### config.mk
export PLATFORM = sky130hd
export DESIGN_NAME = seq_mult_4x4
export DESIGN_NICKNAME = d
export VERILOG_FILES = /design/src/rtl/mult_defs.sv /design/src/rtl/seq_mult_4x4_rca_nbit.sv /design/src/rtl/seq_mult_4x4.sv
export SDC_FILE = /design/constraint.sdc
export NUM_CORES = 1
export LEC_CHECK = 0
export CAP_MARGIN = 40
export CORE_MARGIN = 2
export CORE_UTILIZATION = 44
export DETAILED_ROUTE_END_ITERATION = 8
export PLACE_DENSITY_LB_ADDON = 0.1
export SYNTH_ARGS = -nofsm -noshare
export SYNTH_HDL_FRONTEND = slang
export SYNTH_SLANG_ARGS = --single-unit
### constraint.sdc
create_clock -name Clk -period 1.9 [get_ports Clk]
set_input_delay 0.57 -clock Clk [delete_from_list [all_inputs] [get_ports Clk]]
set_output_delay 0.57 -clock Clk [all_outputs]
set_load 0.005 [all_outputs]
### src/rtl/mult_defs.sv
// Shared definitions for the sequential shift-and-add multiplier.
// Optional feature macro used by the top level: EARLY_TERM_EN.
package mult_defs;

  // Default operand width; the product is twice this wide.
  localparam int MULT_WIDTH = 4;

  // Iteration counter width for the default operand width.
  localparam int CNT_W = $clog2(MULT_WIDTH);

  // FSM encoding; debug tooling relies on these exact values.
  typedef enum logic [1:0] {
    ST_IDLE = 2'd0,
    ST_RUN  = 2'd1,
    ST_DONE = 2'd2
  } state_t;

  // Counter width for an arbitrary operand width, never below one bit.
  function automatic int cnt_width(input int w);
    int cw;
    cw = $clog2(w);
    if (cw < 1) cw = 1;
    return cw;
  endfunction

endpackage

### src/rtl/seq_mult_4x4_rca_nbit.sv
// Ripple-carry adder built from the shared 1-bit full-adder cell.
// Carry-in is fixed at zero; the carry-out feeds the accumulator MSB.

// 1-bit full-adder cell.
module fa_cell (
  input  logic a,
  input  logic b,
  input  logic cin,
  output logic s,
  output logic cout
);

  // Sum and majority carry.
  always_comb begin
    s    = a ^ b ^ cin;
    cout = (a & b) | (a & cin) | (b & cin);
  end

endmodule

// WIDTH-bit ripple-carry adder.
module rca_nbit #(
  parameter int WIDTH = 4
) (
  input  logic [WIDTH-1:0] a,
  input  logic [WIDTH-1:0] b,
  output logic [WIDTH-1:0] sum,
  output logic             cout
);

  logic [WIDTH:0] carry;

  assign carry[0] = 1'b0;

  for (genvar i = 0; i < WIDTH; i++) begin : g_bit
    fa_cell u_fa (
      .a    (a[i]),
      .b    (b[i]),
      .cin  (carry[i]),
      .s    (sum[i]),
      .cout (carry[i+1])
    );
  end

  assign cout = carry[WIDTH];

endmodule

### src/rtl/seq_mult_4x4.sv
// Sequential shift-and-add unsigned multiplier, one partial-product add per clock.
// Optional macro EARLY_TERM_EN: finish as soon as the remaining multiplier bits are zero.
//
// Handshake: Start is a request qualified by Busy=0 (IDLE or DONE). A Start seen while
// Busy=1 is dropped without effect. Done is a one-cycle valid for P; there is no
// back-pressure, and P holds its value until the next operation's final iteration.
module seq_mult_4x4
  import mult_defs::*;
#(
  parameter int WIDTH = MULT_WIDTH
) (
  input  logic               Clk,
  input  logic               Rst_n,
  input  logic               Start,
  input  logic [WIDTH-1:0]   A,
  input  logic [WIDTH-1:0]   B,
  output logic               Busy,
  output logic               Done,
  output logic [2*WIDTH-1:0] P,
  output state_t             dbg_state
);

  localparam int CW = cnt_width(WIDTH);
  localparam int PW = 2 * WIDTH;

  state_t           state_q;
  state_t           state_d;
  logic [CW-1:0]    cnt_q;
  logic [WIDTH-1:0] mcand_q;
  logic [PW-1:0]    acc_q;
  logic [PW-1:0]    p_q;

  logic [WIDTH-1:0] addend;
  logic [WIDTH-1:0] sum;
  logic             carry;
  logic [PW-1:0]    acc_step;
  logic [PW-1:0]    acc_next;
  logic             early;
  logic             last_iter;
  logic             accept;

  // Partial product: multiplicand when the current multiplier bit is set.
  assign addend = acc_q[0] ? mcand_q : '0;

  rca_nbit #(
    .WIDTH (WIDTH)
  ) u_rca (
    .a    (acc_q[PW-1:WIDTH]),
    .b    (addend),
    .sum  (sum),
    .cout (carry)
  );

  // One shift-and-add step: carry lands in the MSB, consumed multiplier bit drops out.
  assign acc_step = {carry, sum, acc_q[WIDTH-1:1]};

`ifdef EARLY_TERM_EN
  logic [WIDTH-1:0] mask;

  // Zero-detect on the multiplier bits not yet consumed after this step; if all
  // are zero the remaining shifts add nothing and are folded into this cycle.
  always_comb begin
    mask     = ({WIDTH{1'b1}} >> cnt_q) & {{(WIDTH-1){1'b1}}, 1'b0};
    early    = ((acc_q[WIDTH-1:0] & mask) == '0);
    acc_next = acc_step;
    if (early) begin
      acc_next = acc_step >> (WIDTH - 1 - int'(cnt_q));
    end
  end
`else
  // Fixed-latency build: every operation takes exactly WIDTH iterations.
  always_comb begin
    early    = 1'b0;
    acc_next = acc_step;
  end
`endif

  assign last_iter = (cnt_q == CW'(WIDTH - 1)) || early;

  // State register.
  always_ff @(posedge Clk or negedge Rst_n) begin
    if (!Rst_n) begin
      state_q <= ST_IDLE;
    end else begin
      state_q <= state_d;
    end
  end

  // Next-state logic and operand acceptance.
  always_comb begin
    state_d = state_q;
    accept  = 1'b0;
    case (state_q)
      ST_IDLE: begin
        if (Start) begin
          accept  = 1'b1;
          state_d = ST_RUN;
        end
      end
      ST_RUN: begin
        if (last_iter) begin
          state_d = ST_DONE;
        end
      end
      ST_DONE: begin
        if (Start) begin
          accept  = 1'b1;
          state_d = ST_RUN;
        end else begin
          state_d = ST_IDLE;
        end
      end
      default: begin
        state_d = ST_IDLE;
      end
    endcase
  end

  // Datapath registers: operand capture, iteration, and product load on the final step.
  always_ff @(posedge Clk or negedge Rst_n) begin
    if (!Rst_n) begin
      cnt_q   <= '0;
      mcand_q <= '0;
      acc_q   <= '0;
      p_q     <= '0;
    end else if (accept) begin
      cnt_q   <= '0;
      mcand_q <= A;
      acc_q   <= {{WIDTH{1'b0}}, B};
    end else if (state_q == ST_RUN) begin
      cnt_q <= cnt_q + CW'(1);
      acc_q <= acc_next;
      if (last_iter) begin
        p_q <= acc_next;
      end
    end
  end

  // Status outputs decoded from the state register.
  always_comb begin
    Busy      = (state_q == ST_RUN);
    Done      = (state_q == ST_DONE);
    P         = p_q;
    dbg_state = state_q;
  end

endmodule

==> results.md <==
- CTS Hold Bufs: 0
- Worst R2R Start: acc_q[0]
- Top layer in use: met4
- Worst-skew pair later-pin latency: 0.31 ns
- Arr. time, crit path: ~2.3 ns
- Commonest non-fill, non-tap cells in the layout: dfrtp_1, clkdlybuf4s50_1, nand2_1
- Antenna violations before repair: 0
- Top delay family on crit path: adder cells
- Die Ht: 54.17 um
- Leakage power: 0.0006914 uW
- DR WL met2: 917 um
- First-pass GRT wire length: approximately 3400 um
- Cell area power density: 1689 nW/um2
- Final WL: 1950 um
- Worst Setup SP: acc_q[0]
- Fin. max-slew vios: 0
- Vias: 777
- Ports: 23
- Post-route ant nets: 0
- DRC: 0
- Setup violations, final: 3
- Metal3 WL: 79 um
- Yosys warns: 0
- Most common cell after layout, fill and taps aside: dfrtp_1
- Worst Max-Slew Pin Slew: 0.3380 ns
- RSZ-0062 raised after global routing: yes
- Max incr delay on CP: 0.49 ns
- Placed cell area: 1390 um2
- Hold/Removal Path Class: reg -> reg
- Failing checks: negative setup slack
- DIE AREA: 2934 um2
- Placer Congestion: 0.7035
- Hold_sp: P[1]
- Maximum vdd drop: 0.9065 mV
- Area grow syn2layout: 32.77%
- Register clock-pin slew on the reported worst setup and hold paths: 0.14 ns
- Row cnt: 18
- Synth cell types: 20
- CP Capture Type: flop
- Worst Path Required: 2.11 ns
- Top post-synthesis cells by area: dfrtp_1, mux2_2, fa_1
- Routed vias/inst: 4.981
- TritonCTS Buffers: 3
- Max frequency: 0.4733 GHz
- Detailed Place HPWL: 1458 um
- Ratio of cells with drive above 1 in the final layout: between 20% and 30%
- Initial core utilization: approximately 46%
- Vias in the first global route: around 760
- TNS Setup: -0.5116 ns
- Avg Inst Size Synth: between 10 and 15 um2
- Status: finished with violations
- Buf/Inv on CP: 3
- Clk_skew: about 0.007 ns
- Cells along the critical path: and2_1, ha_2, inv_2, fa_2, inv_2, fa_2, inv_2, fa_1, o21ai_1, a22o_1
- First-pass detailed-route iteration total: 4
- Global-route usage over all layers: 16.39%
- Synth top area share: 54.24%
- Slew headroom: 77.38%
- Final hold vios: 0
- Slack of the critical path: -0.2129 ns
- PortBufs: 22
- Cells after synthesis: 95
- H-tree depth: 1
- Top cell type by total area after synthesis: dfrtp_1
- Crit Path Max Fanout: 2
- Design Area, Final: 1470 um2
- Synth Cell Area: between 1000 and 1500 um2
- Slowest CP cell: fa_1
- First DRT Iteration DRCs: 13
- CTS Buffer Depth: 2
- Antenna cells: 0
- Grt total ovfl: 0
- Wire per inst: 12.50 um
- Syn Nets: 111
- FF+latch count, synth: 24
- Pin count of the biggest net entering global routing: 25
- Root Buffer: clkbuf_4
- Most used cell, CP: inv_2
- Startpoint Class: flop
- Max-cap viol count: 0
- Num Clock Sinks: 24
- Nets@finish: around 140
- Minimum clock period: 2.113 ns
- # fillers: ~220
- Post-synthesis sequential area ratio: 54.24%
- Met1 WL: 937 um
- Critical setup path kind: reg -> reg
- Final period utilization: 111.2%
- TritonCTS clock tree: built
- Core Area: 2432 um2
- Die X: about 54 um
==> per-stage QoR <==
step                      worst slack (ns)  power (uW)  instances  hold slack, ns  utilization [%]
final                              -0.2129        2483        156          0.5059            60.44
after global routing               -0.2894        2722        156          0.5380            60.44
after CTS                          -0.2256        2443        155          0.5094            59.57
after detailed placement           -0.2049        2071        150          0.4779            57.15
after global placement             -0.1523        2045        150          0.4616            57.15
after floorplan                    -0.1669        1606         95          0.2744                -
==> worst paths after layout <==
kind | end | slack [ns] | depth (start not counted)
setup / recovery | acc_q[6] | -0.21 | 10
hold / removal | P[1] | 0.51 | 2
setup reg to reg | acc_q[6] | -0.21 | 10
hold reg to reg | P[1] | 0.51 | 2
max in group asynchronous | dbg_state[0] | 1.06 | 2
min in group asynchronous | dbg_state[1] | 0.60 | 2
==> report_power, final <==
group          internal (uW)  switching [uW]  leakage, uW
Sequential               750             138     0.000296
Clock                    213             153    0.0000279
Combinational            708             521     0.000368
==> registers in the layout (all words and copies together), names as in the netlist <==
| register | flops |
|---|---|
| P | 8 |
| acc_q | 8 |
| mcand_q | 4 |
| cnt_q | 2 |
| dbg_state | 2 |
==> area by class of cell <==
type                            count  area, um2  area share (%)
Clock buffer                        3      22.52           1.532
Timing Repair Buffer               31      285.3           19.40
Tap cell                           30      37.54           2.553
Inverter                           11      41.29           2.809
Sequential cell                    24      601.8           40.94
Multi-Input combinational cell     56      451.7           30.72
Clock inverter                      1      30.03           2.043
==> per-layer routing <==
metal	GRT usage [%]	vias to the layer above
li1	-	381
met1	23.67	381
met2	24.50	13
met3	2.778	2
met4	6.250	0
met5	0	-
==> synth_stat cells <==
cell / count
a21oi_1: 4
a22o_1: 6
and2_1: 2
and2_4: 1
buf_2: 2
buf_6: 2
dfrtp_1: 24
fa_1: 3
ha_1: 2
inv_1: 11
mux2_2: 7
nand2_1: 11
nand2b_1: 1
nand2b_4: 1
nand3b_4: 1
nor2_1: 1
nor2b_1: 1
o21ai_0: 10
o22ai_1: 4
xnor2_1: 1
==> kinds of logic after synthesis <==
group                    share of synthesized area [%]
AO/OA/AOI/OAI                                    13.33
XOR/XNOR                                        0.7911
adder cells (fa/ha/maj)                          7.683
buffers and inverters                            6.667
flip-flops                                       54.24
multiplexers                                     7.119
AND/OR/NAND/NOR                                  10.17
==> worst reg2reg max path: stages, from the launching register on <==
cell and delay (ns):
dfrtp_1 0.37, and2_1 0.13, ha_2 0.16, inv_2 0.03, fa_2 0.32, inv_2 0.06
fa_2 0.18, inv_2 0.03, fa_1 0.49, o21ai_1 0.06, a22o_1 0.17
==> what timing repair did <==
item,CTS,global route
resized for setup,9,5
setup buffers,1,1
hold endpoints to repair,0,0
pin swaps,3,1
endpoints found under the setup margin,7,6
Power figures use the tool's default switching activity.
